==> src/rtl/crp16_mem_arbiter.sv <==
// Port-B arbiter for the CRP16 data RAM: the CPU always wins, and a one-entry host request waits for a free cycle.
// Optional starvation relief (wait counter driving cpu_hold_req) is enabled by defining CRP16_ARB_STARVE_EN.
module crp16_mem_arbiter #(
    parameter int STARVE_LIMIT = 16
) (
    input  logic        clock,
    input  logic        resetn,
    input  logic        cpu_req,
    input  logic        cpu_wren,
    input  logic [15:0] cpu_addr,
    input  logic [15:0] cpu_wdata,
    output logic [15:0] cpu_rdata,
    input  logic        host_req,
    input  logic        host_we,
    input  logic [15:0] host_addr,
    input  logic [15:0] host_wdata,
    output logic        host_ready,
    output logic        host_valid,
    output logic [15:0] host_rdata,
    output logic        cpu_hold_req,
    output logic [15:0] address_b,
    output logic [15:0] data_b,
    output logic        wren_b,
    input  logic [15:0] q_b
);

    typedef enum logic [1:0] {
        S_IDLE = 2'd0,
        S_WAIT = 2'd1,
        S_DONE = 2'd2
    } state_t;

    state_t      r_state;
    state_t      w_next;
    logic        w_accept;
    logic        w_grant;

    logic        r_req_we;
    logic [15:0] r_req_addr;
    logic [15:0] r_req_wdata;
    logic        r_host_ready;
    logic        r_host_valid;
    logic [15:0] r_host_rdata;

    always_comb begin
        w_next   = r_state;
        w_accept = 1'b0;
        w_grant  = 1'b0;
        case (r_state)
            S_IDLE: begin
                if (host_req) begin
                    w_accept = 1'b1;
                    w_next   = S_WAIT;
                end
            end
            S_WAIT: begin
                if (!cpu_req) begin
                    w_grant = 1'b1;
                    w_next  = S_DONE;
                end
            end
            S_DONE:  w_next = S_IDLE;
            default: w_next = S_IDLE;
        endcase
    end

    // The CPU owns the port whenever it asks; otherwise the idle default never writes.
    always_comb begin
        address_b = cpu_addr;
        data_b    = cpu_wdata;
        wren_b    = 1'b0;
        if (cpu_req) begin
            wren_b = cpu_wren;
        end else if (w_grant) begin
            address_b = r_req_addr;
            data_b    = r_req_wdata;
            wren_b    = r_req_we;
        end
    end

    assign cpu_rdata = q_b;

    always_ff @(posedge clock or negedge resetn) begin
        if (!resetn) begin
            r_state      <= S_IDLE;
            r_host_ready <= 1'b1;
            r_host_valid <= 1'b0;
            r_host_rdata <= 16'h0000;
            r_req_we     <= 1'b0;
            r_req_addr   <= 16'h0000;
            r_req_wdata  <= 16'h0000;
        end else begin
            r_state      <= w_next;
            r_host_ready <= (w_next == S_IDLE);
            r_host_valid <= (w_next == S_DONE);
            if (w_accept) begin
                r_req_we    <= host_we;
                r_req_addr  <= host_addr;
                r_req_wdata <= host_wdata;
            end
            if (w_grant && !r_req_we) begin
                r_host_rdata <= q_b;
            end
        end
    end

    assign host_ready = r_host_ready;
    assign host_valid = r_host_valid;
    assign host_rdata = r_host_rdata;

`ifdef CRP16_ARB_STARVE_EN
    localparam logic [7:0] LP_LIMIT = 8'(STARVE_LIMIT);

    logic [7:0] r_wait_cnt;
    logic [7:0] w_cnt_inc;
    logic       w_blocked;
    logic       r_hold;

    assign w_blocked = (r_state == S_WAIT) && cpu_req;
    assign w_cnt_inc = (r_wait_cnt == 8'hFF) ? r_wait_cnt : r_wait_cnt + 8'd1;

    // Hold is raised on the same edge the counter reaches the limit, and dropped on the grant edge.
    always_ff @(posedge clock or negedge resetn) begin
        if (!resetn) begin
            r_wait_cnt <= 8'h00;
            r_hold     <= 1'b0;
        end else begin
            if (w_accept) begin
                r_wait_cnt <= 8'h00;
            end else if (w_blocked) begin
                r_wait_cnt <= w_cnt_inc;
            end
            if (w_grant) begin
                r_hold <= 1'b0;
            end else if (w_blocked && (w_cnt_inc >= LP_LIMIT)) begin
                r_hold <= 1'b1;
            end
        end
    end

    assign cpu_hold_req = r_hold;
`else
    assign cpu_hold_req = 1'b0;
`endif

endmodule
==> config.mk <==
export PLATFORM = sky130hd
export DESIGN_NAME = crp16_mem_arbiter
export DESIGN_NICKNAME = d
export VERILOG_FILES = /design/src/rtl/crp16_mem_arbiter.sv
export SDC_FILE = /design/constraint.sdc
export NUM_CORES = 1
export LEC_CHECK = 0
export BUFFER_PORTS_ARGS = -buffer_cell sky130_fd_sc_hd__clkbuf_2
export CAP_MARGIN = 10
export CELL_PAD_IN_SITES_DETAIL_PLACEMENT = 1
export CELL_PAD_IN_SITES_GLOBAL_PLACEMENT = 1
export CORE_MARGIN = 4
export CORE_UTILIZATION = 29
export CTS_CLUSTER_SIZE = 10
export DETAILED_ROUTE_END_ITERATION = 10
export PLACE_DENSITY_LB_ADDON = 0.1
export RECOVER_POWER = 50
export REMOVE_ABC_BUFFERS = 1
export SLEW_MARGIN = 10
export SYNTH_ARGS = -nofsm -noshare
export SYNTH_HDL_FRONTEND = slang
export SYNTH_SLANG_ARGS = --single-unit
export TNS_END_PERCENT = 20
==> constraint.sdc <==
create_clock -name clock -period 1.8 [get_ports clock]
set_clock_uncertainty 0.15 [all_clocks]
set_input_delay 0.36 -clock clock [delete_from_list [all_inputs] [get_ports clock]]
set_output_delay 0.36 -clock clock [all_outputs]
set_load 0.05 [all_outputs]
# Word level (Yosys, flattened, before mapping)
# Cells that the tools add are included.
totals:
  out_inout_bits: 68
  reg_bits: 53
classes:
  eq_ne: 2
  reduce_logical: 4
  mux: 13
op_table:
  columns: ["cell", "count"]
  rows:
  - ["two-way mux 16 bit", 4]
  - ["two-way mux 1 bit", 6]
  - ["zero test 2 bit", 2]
  - ["two-way mux 2 bit", 2]
  - ["case mux 2 bit (2 select lines)", 1]
  - ["equality test 2 x 1 -> 1 bit, second input constant", 1]
  - ["equality test 2 bit, second input constant", 1]
  - ["logical AND 1 bit", 1]
  - ["zero test 1 bit", 1]

# Logic depth before layout (Yosys ltp)
depth:
  word_depth: 4
  ltp_mapped: 4
  ltp_nobuf: 2

# Worst setup path before layout
# Ideal clock, no wire load.
synth_path:
  kind: "register to output"
  startpoint: "register r_state[1]"
  endpoint: "output wren_b"
  path_slack_ps: -430
  required_ps: 1290
  t_arrival_ps: 1720
  stages_incl_launch_ff: 4
  cell_sequence: "dfrtp_1 > buf_6 > nand3b_1 > o21ai_0"
synth_via:
  elab_chain_cells: 4
synth_lines:
  columns: ["item", "line", "text"]
  rows:
  - ["start: declaration", "33", "state_t r_state;"]
  - ["start signal: assignment", "93", "r_state <= w_next;"]
  - ["equality test 2 x 1 -> 1 bit", "49", "case (r_state)"]
  - ["two-way mux 1 bit", "49", null]
  - ["two-way mux 1 bit", "74", "end else if (w_grant) begin"]
  - ["two-way mux 1 bit", "72", "if (cpu_req) begin"]
  - ["end: declaration", "23", "output logic wren_b,"]
# Every way passes these cells.

# Worst setup path in the final report
layout_path:
  startpoint: "register r_state[1]"
  endpoint: "output data_b[1]"
layout_via:
  elab_chain_cells: 4
layout_lines:
  columns: ["item", "line", "text"]
  rows:
  - ["equality test 2 x 1 -> 1 bit", "49", null]
  - ["two-way mux 1 bit", "49", null]
  - ["two-way mux 16 bit", "74", null]
  - ["two-way mux 16 bit", "72", null]
  - ["end: declaration", "22", "output logic [15:0] data_b,"]
# Every way passes these cells.

==> metrics.cfg <==
[global_routing]
grt_remaining_overflow=0
grt_use_total_pct=13.4
grt_pass1_wl_mm=10.7
grt_max_degree=54
antenna_found_initial=0
grt_pass1_vias=2177

[setup_path]
crit_arrival_ns=1.75
startpoint_type=register
cp.required_ns=1.29
cp_max_fo=33
path_class=register to output pin
critPathCaptureType=output pin

[sta]
period_share_pct=125
hold_violations=0
setup_viol_count_final=33
layout_setup_ws_ns=-0.457
slew_headroom_pct=50.0
fmax_mhz=443
fin_hold_ws_ns=0.0814
fin_tns_setup_ns=-14.20
rsz0062_at_grt=yes
slew_viol_final=0
layout_min_cycle_time_ns=2.26
worstMarginPinSlew_ns=0.751

[die]
core_um2=8380
num_rows=33
initial_utilization_pct=30.3
die_y_um=102
ioPinCount=154
die_area_um2=10300
dieWidth_um=102

[job]
maxCapViolations=0

[route]
first_pass_iters=3
route.met2.wl_mm=3.72
wl_met3_um=539
drt_iter0_drc=23
routedWlPerCell_um=16.5
top_layer_used=met4
antenna_left=0
drc=0
routed_via_density=4.44
wl_met1_mm=2.60
drt-total-wl_mm=6.90
vias=1860

[clock_tree]
cts_tree=built
ctsHtreeMaxLevel=2
cts_root_buf=clkbuf_8
cts.sinks=53
numCtsBuffers=5
clk_pin_slew_ns=0.09
clkLatencyLatePin_ns=0.29
clk_path_buf_depth=2

[synth]
postSynthAreaPerCell_um2=14.9
synth.distinct_cells=18
synth.top_cells.by_area=dfrtp_1, mux2_2, buf_4
yosysTopAreaCellShare_pct=51.2
ys_seq_elements=53
seq_area_frac_synth_pct=52.2
synth_edf_count=0
synth_most_common_cell=mux2_2
synth_warnings=0
yosys-top-cells-count=mux2_2, dfrtp_1, buf_4
synth_top_flop_cell=dfrtp_1
synth_area_um2=2540
syn-instance-count=171
synth_area_leader_cell=dfrtp_1
ys_async_sr_fraction_pct=100

[final_layout]
fin_nets=399
area_growth_pct=46.7
layout-drive-gt1-share_pct=79.3
antenna_cells=0
fin_area_um2=3730

[placement]
io_buffers=152
gp_congestion=0.692
dpl.hpwl_mm=5.12
post-place-ws_ns=-0.268
place_area_um2=3360

[run_status]
status=complete, but fails checks
failed_checks=negative setup slack

[power_and_ir_drop]
power_leakage_nw=1.79
ir_drop_v=0.000507
powerDensity_nw_per_um2=1320

[hold_path]
min_path_type=primary input to register

[routing by layer]
layer | vias to the layer above | track usage, %
met5 | - | 0
met3 | 5 | 4.20
li1 | 873 | -
met1 | 914 | 15.1
met2 | 68 | 24.5
met4 | 0 | 3.07
[flip-flops by register name, indices dropped and copies added (netlist names)]
signal,cells
r_req_we,1
host_valid,1
r_req_addr,16
host_rdata,16
r_state,2
r_req_wdata,16
host_ready,1
[final cells by class]
type                       instances  area, um^2
clock buffer                       8        80.1
fill                             927        4650
tap                              105         131
timing repair buffer             161        1160
sequential                        53        1330
multi-input combinational         92        1030
[cell usage in the layout, fill, tap and decap left out]
cell type	netlist	final
mux2_2	80	79
clkbuf_1	0	4
conb_1	1	1
o21ai_2	0	1
nand3b_1	1	1
mux2i_1	1	1
nor3b_4	1	2
clkbuf_4	0	1
buf_4	23	3
nor3b_1	1	1
buf_12	0	4
o21bai_1	1	1
clkbuf_2	1	119
mux2_4	0	1
clkbuf_8	0	35
dfrtp_1	52	52
nor4b_4	1	1
dlygate4sd3_1	0	1
nor2_1	1	1
mux2_1	1	1
buf_8	0	2
dfstp_2	1	1
nand2_1	1	1
[kinds of logic (layout without fill, tap and decap cells)]
family / after synthesis / in the layout / share of synthesized area [%]
muxes: 82 / 82 / 36.3
buffers and inverters: 26 / 169 / 7.87
AOI/OAI and AO/OA: 2 / 2 / 0.492
other: 1 / 1 / 0.147
DFF: 53 / 53 / 52.2
and+or+nand+nor: 7 / 7 / 3.05
[power by group]
part,internal (W),switching [W]
Combinational,0.000916,0.00157
Sequential,0.00160,0.000210
Clock,0.000278,0.000368
[per-stage QoR]
step                total power (W)  utilization, %  cells
floorplan                   0.00345               -    145
global placement            0.00413            40.1    410
global route                0.00521            44.5    419
CTS                         0.00502            44.6    419
detailed placement          0.00417            40.1    410
finish                      0.00494            44.5    419
[worst paths after layout]
check | from | to | slack, ns | cells after the start
max | r_state[1] | data_b[1] | -0.46 | 4
min | host_req | host_ready | 0.08 | 2
max reg2reg | r_state[0] | host_rdata[1] | 0.05 | 4
min reg2reg | host_rdata[15] | host_rdata[15] | 0.36 | 1
max in group asynchronous | resetn | r_req_wdata[12] | 0.38 | 3
min in group asynchronous | resetn | host_rdata[15] | 0.62 | 3
[what timing repair did]
| action | in CTS | in global routing |
|---|---|---|
| buffers inserted | 0 | 0 |
| pin swaps | 0 | 0 |
| setup endpoints to repair | 33 | 40 |
| hold buffers | 1 | 0 |
| endpoints found under the hold margin | 52 | 0 |
| resized for setup | 67 | 4 |
[worst max-delay path: stages (launching register included)]
cell and delay (ns):
dfrtp_1 0.42, nor3b_4 0.22, buf_12 0.24, mux2_2 0.37, clkbuf_8 0.18
Note: power is estimated with default switching activity, not from simulation.
